**config.mk**
```make
export PLATFORM = sky130hd
export DESIGN_NAME = gelato_block_dispatcher
export DESIGN_NICKNAME = d
export VERILOG_FILES = /design/src/rtl/gelato_block_dispatcher.sv
export SDC_FILE = /design/constraint.sdc
export NUM_CORES = 2
export LEC_CHECK = 0
export BUFFER_PORTS_ARGS = -buffer_cell sky130_fd_sc_hd__buf_4
export CAP_MARGIN = 20
export CORE_MARGIN = 5
export CORE_UTILIZATION = 55
export DETAILED_ROUTE_END_ITERATION = 7
export PLACE_DENSITY = 0.86
export SLEW_MARGIN = 20
export SYNTH_ARGS = -nofsm -noshare
export SYNTH_HDL_FRONTEND = slang
export SYNTH_SLANG_ARGS = --single-unit
```
**constraint.sdc**
```tcl
create_clock -name clk -period 23.5 [get_ports clk]
set_clock_uncertainty 0.05 [all_clocks]
set_input_delay 4.7 -clock clk [delete_from_list [all_inputs] [get_ports clk]]
set_output_delay 4.7 -clock clk [all_outputs]
set_load 0.01 [all_outputs]
```
**src/rtl/gelato_block_dispatcher.sv**
```systemverilog
// gelato_block_dispatcher: accepts one thread-block launch, splits it into
// WARP_SIZE-thread warps, issues one warp-init per warp and reports block
// completion once every issued warp has signalled done.
// Optional build macro GELATO_DISPATCH_PERF_EN adds perf_blocks and
// perf_busy_cycles counters.
module gelato_block_dispatcher #(
    parameter int WARP_SIZE = 32,
    parameter int NUM_WARPS = 8,
    localparam int IDW = (NUM_WARPS > 1) ? $clog2(NUM_WARPS) : 1
) (
    input  logic            clk,
    input  logic            rst,
    input  logic            blk_valid,
    output logic            blk_ready,
    input  logic [31:0]     blk_pc,
    input  logic [95:0]     blk_grid_dim,
    input  logic [95:0]     blk_block_dim,
    input  logic [95:0]     blk_block_idx,
    output logic            warp_valid,
    input  logic            warp_ready,
    output logic [IDW-1:0]  warp_id,
    output logic [31:0]     warp_pc,
    output logic [31:0]     warp_workers,
    output logic [95:0]     warp_grid_dim,
    output logic [95:0]     warp_block_dim,
    output logic [95:0]     warp_block_idx,
    input  logic            warp_done,
    input  logic [IDW-1:0]  warp_done_id,
    output logic            blk_done,
    output logic            blk_err
`ifdef GELATO_DISPATCH_PERF_EN
    ,
    output logic [31:0]     perf_blocks,
    output logic [31:0]     perf_busy_cycles
`endif
);

    localparam int          WS_LOG  = (WARP_SIZE > 1) ? $clog2(WARP_SIZE) : 0;
    localparam logic [31:0] WS_MASK = 32'(WARP_SIZE - 1);
    localparam logic [31:0] WS_VAL  = 32'(WARP_SIZE);

    typedef enum logic [1:0] {IDLE, CALC, DISPATCH, WAIT} stateT;

    typedef struct packed {
        logic [31:0] pc;
        logic [95:0] gridDim;
        logic [95:0] blockDim;
        logic [95:0] blockIdx;
    } launchT;

    stateT                state;
    launchT               launch;
    logic [31:0]          remaining;
    logic [NUM_WARPS-1:0] active;

    logic [31:0]          threads;
    logic [31:0]          nwarps;
    logic                 xferFire;
    logic                 lastXfer;
    logic [NUM_WARPS-1:0] setMask;
    logic [NUM_WARPS-1:0] clrMask;
    logic [NUM_WARPS-1:0] activeNext;

    function automatic logic [31:0] capWorkers(input logic [31:0] n);
        return (n > WS_VAL) ? WS_VAL : n;
    endfunction

    // Block geometry: thread count wraps at 32 bits, warp count rounds up
    // without forming threads+WARP_SIZE-1 (which could overflow).
    assign threads = launch.blockDim[31:0] * launch.blockDim[63:32] * launch.blockDim[95:64];
    assign nwarps  = (threads >> WS_LOG) + {31'd0, |(threads & WS_MASK)};

    assign xferFire = warp_valid && warp_ready;
    assign lastXfer = xferFire && (remaining == warp_workers);

    // Active-warp bookkeeping: a dispatch in the same cycle as a done for
    // the same slot is a fresh warp, so the set is applied after the clear.
    always_comb begin
        setMask    = xferFire  ? (NUM_WARPS'(1) << warp_id)      : '0;
        clrMask    = warp_done ? (NUM_WARPS'(1) << warp_done_id) : '0;
        activeNext = (active & ~clrMask) | setMask;
    end

    // Main FSM with registered handshake, warp-init and completion outputs.
    always_ff @(posedge clk or posedge rst) begin
        if (rst) begin
            state          <= IDLE;
            launch         <= '0;
            remaining      <= '0;
            active         <= '0;
            blk_ready      <= 1'b1;
            warp_valid     <= 1'b0;
            warp_id        <= '0;
            warp_pc        <= '0;
            warp_workers   <= '0;
            warp_grid_dim  <= '0;
            warp_block_dim <= '0;
            warp_block_idx <= '0;
            blk_done       <= 1'b0;
            blk_err        <= 1'b0;
        end else begin
            active   <= activeNext;
            blk_done <= 1'b0;
            blk_err  <= 1'b0;
            case (state)
                IDLE: begin
                    // blk_ready re-arms one cycle after blk_done so a launch
                    // is never taken in the completion cycle.
                    if (blk_ready && blk_valid) begin
                        launch    <= '{blk_pc, blk_grid_dim, blk_block_dim, blk_block_idx};
                        blk_ready <= 1'b0;
                        state     <= CALC;
                    end else begin
                        blk_ready <= 1'b1;
                    end
                end
                CALC: begin
                    if (threads == '0) begin
                        blk_done <= 1'b1;
                        state    <= IDLE;
                    end else if (nwarps > 32'(NUM_WARPS)) begin
                        blk_done <= 1'b1;
                        blk_err  <= 1'b1;
                        state    <= IDLE;
                    end else begin
                        remaining      <= threads;
                        warp_valid     <= 1'b1;
                        warp_id        <= '0;
                        warp_workers   <= capWorkers(threads);
                        warp_pc        <= launch.pc;
                        warp_grid_dim  <= launch.gridDim;
                        warp_block_dim <= launch.blockDim;
                        warp_block_idx <= launch.blockIdx;
                        state          <= DISPATCH;
                    end
                end
                DISPATCH: begin
                    if (xferFire) begin
                        remaining <= remaining - warp_workers;
                        if (lastXfer) begin
                            warp_valid <= 1'b0;
                            state      <= WAIT;
                        end else begin
                            warp_id      <= warp_id + 1'b1;
                            warp_workers <= capWorkers(remaining - warp_workers);
                        end
                    end
                end
                WAIT: begin
                    if (active == '0) begin
                        blk_done <= 1'b1;
                        state    <= IDLE;
                    end
                end
                default: state <= IDLE;
            endcase
        end
    end

`ifdef GELATO_DISPATCH_PERF_EN
    // Free-running, wrapping counters of clean block completions and busy cycles.
    always_ff @(posedge clk or posedge rst) begin
        if (rst) begin
            perf_blocks      <= '0;
            perf_busy_cycles <= '0;
        end else begin
            if (blk_done && !blk_err) perf_blocks <= perf_blocks + 32'd1;
            if (state != IDLE)        perf_busy_cycles <= perf_busy_cycles + 32'd1;
        end
    end
`endif

endmodule
```
==> metrics <==
outcome finished clean; global-route wire length before repair 290,000 um; CTS clk-pin slew, worst paths 0.06 ns; CTS tree done; CTS Buf Count 77; std cell rows 122; final hold vios 0; DRC Markers 0; DR iter-0 viols 3,955; Crit Reg-Reg Endpoint warp_block_dim[21]; Die Wd 344 um; Setup TNS 0 ns; crit-path max FO 80; WS Path Type flop to flop; layout cells sized above 1 0.183; Primary FF master, synth dfrtp_1; CP startpoint kind flop; min-delay worst type flop to flop; Worst EP arrival 17.94 ns; uppermost layer routed met5; final WL 184,000 um; Placement Cell Area 0.0676 mm^2; I/O pins 687; period utilization 0.741; CP endpoint kind flop; Final min period 17.41 ns; standard cell core area 0.111 mm^2; Post-CTS Resized 0; fin nets 8,214; Synth Area in Adders 0.325; Via density 5.62; slew margin rel. 0.203; sequential-to-total area share from yosys stat 0.294; largest family of logic cells by synthesized area adder cells; RePlAce Congestion 0.946; Req. time, crit path 24.03 ns; mux share of post-synthesis cell area 0.0596; Seq cells post-synth 721; post-synthesis xor/xnor area fraction 0.0274; commonest non-fill, non-tap cell in the layout nand2_1; Worst Tran Pin Value 1.20 ns; number of flops mapped to enable cells by yosys 0; Setup Fix Bufs, Post-CTS 0; cell repeated most along the worst path fa_1; Simple-Gate Fraction of Synth Area 0.179; CP max-delay cell dfrtp_1; vias in the first global route 51,100; hold endpoint warp_pc[1]; Max Slew Vio Count 0; Root Buffer clkbuf_16; Post-synth ARST share 1.00; hpwl dp 140,000 um; Max Fclk 57.4 MHz; RSZ-0062 raised after global routing false; reg2reg setup slack 6.09 ns; vias post-DR 46,900; Synth Area in Compound Gates 0.0392; most frequent cells in the layout nand2_1 (1,520), inv_1 (868), fa_1 (817); H-tree lvl count 3; area delta synth->final 14.8%; Synth Net Count 7,699; hold path depth 2; drt pass-1 iters 6; Max Cap Viol 0; initial antenna violation count 19; PortBufs 686; Tot GR Track Use 0.316; met3 routed WL 21,500 um; yosys warns 0; Wirelength per Cell 22.1 um; routed wl met2 83,900 um; Congestion Overflow GR 0; Clk Latency, worst-skew pair 0.68 ns; Mapped Area 0.0613 mm^2; post-synthesis cell type count 92; Final ANT Viol Nets 0; Cells after Synth 6,269; worst reg2reg path startpoint launch[133]; DIE AREA 0.118 mm^2; # hold bufs at CTS 0; Initial Utilization 0.554; clk buf depth 3; final setup violation count 0; slowest stage delay, CP 1.08 ns; largest net degree at the start of global routing 162; Die H 344 um; R2R depth 51; metal1 wirelength 65,800 um; Design Area, Final 0.0703 mm^2; Sink Count 721; Worst Hold Launch launch[289]; syn_area_per_cell 9.77 um^2
==> worst max-delay path: cells and delay by family (launching register included) <==
family | cells | cell delay (ns)
AOI/OAI and AO/OA | 2 | 0.57
buffers and inverters | 9 | 1.85
adders and majority gates | 17 | 7.83
and+or+nand+nor | 10 | 1.97
xor gates and xnor gates | 13 | 3.77
DFF | 1 | 1.08
==> cells in the mapped netlist, drive strengths merged, types with 33 or more instances <==
| master | n | area [um^2] |
|---|---|---|
| nand2 | 1522 | 5720 |
| inv | 869 | 3260 |
| fa | 817 | 16400 |
| dfrtp | 720 | 18000 |
| and2 | 509 | 3180 |
| mux2 | 320 | 3600 |
| ha | 285 | 3570 |
| clkbuf | 238 | 895 |
| xnor2 | 124 | 1100 |
| nor2 | 122 | 460 |
| buf | 80 | 439 |
| o21ai | 76 | 380 |
| a21oi | 75 | 383 |
| and3 | 63 | 394 |
| xor2 | 42 | 375 |
| nand2b | 35 | 219 |
| a21o | 33 | 248 |
==> cell type report <==
type,count,area (um^2)
clock inverter,33,533
sequential,721,18100
tap,1488,1860
antenna,8,20.0
inverter,869,3270
timing repair buffer,754,5710
multi-input combinational,4361,38700
fill,8310,40300
clock buffer,106,2170
==> stage by stage <==
step | setup slack, ns | util | cells | hold WS [ns]
floorplan | 8.88 | - | 6269 | 0.392
global placement | 6.50 | 0.610 | 8191 | 0.397
detailed placement | 6.34 | 0.610 | 8191 | 0.406
CTS | 6.21 | 0.635 | 8330 | 0.395
global route | 5.31 | 0.635 | 8339 | 0.419
finish | 6.09 | 0.635 | 8340 | 0.396
==> registers in the layout, indices dropped and copies added, names as in the netlist, 3 cells and up, named ones only <==
name and count:
active 8, launch 320, remaining 32, warp_block_dim 96, warp_block_idx 96, warp_grid_dim 96
warp_id 3, warp_pc 32, warp_workers 32
==> logic make-up (layout without fill, tap and decap cells) <==
family,Yosys count,in the layout
buffers and inverters,1187,1762
flip-flops,721,721
adder cells (fa/ha/maj),1102,1102
XOR/XNOR,175,175
other,0,8
multiplexers,325,325
AO/OA/AOI/OAI,347,347
AND/OR/NAND/NOR,2412,2412
==> how the worst max path moves through the flow <==
| stage | startpoint | to | slack [ns] | cells past startpoint |
|---|---|---|---|---|
| after global placement | launch[131] | warp_block_dim[35] | 6.50 | 52 |
| final | launch[133] | warp_block_dim[21] | 6.09 | 51 |
| after global routing | launch[133] | warp_block_dim[21] | 5.31 | 52 |
| after detailed placement | launch[134] | warp_block_dim[30] | 6.34 | 52 |
| after CTS | launch[134] | warp_block_dim[21] | 6.21 | 52 |
| after floorplan | rst | async pin | 8.88 | 1 |
==> per-layer routing <==
layer | global-route usage | vias up
met2 | 0.496 | 2458
met4 | 0.182 | 20
met5 | 0 | -
li1 | - | 20300
met1 | 0.380 | 23400
met3 | 0.112 | 737
Power is not shown: default switching activity piles up to over one toggle a cycle in this logic, so the estimate is an artifact.
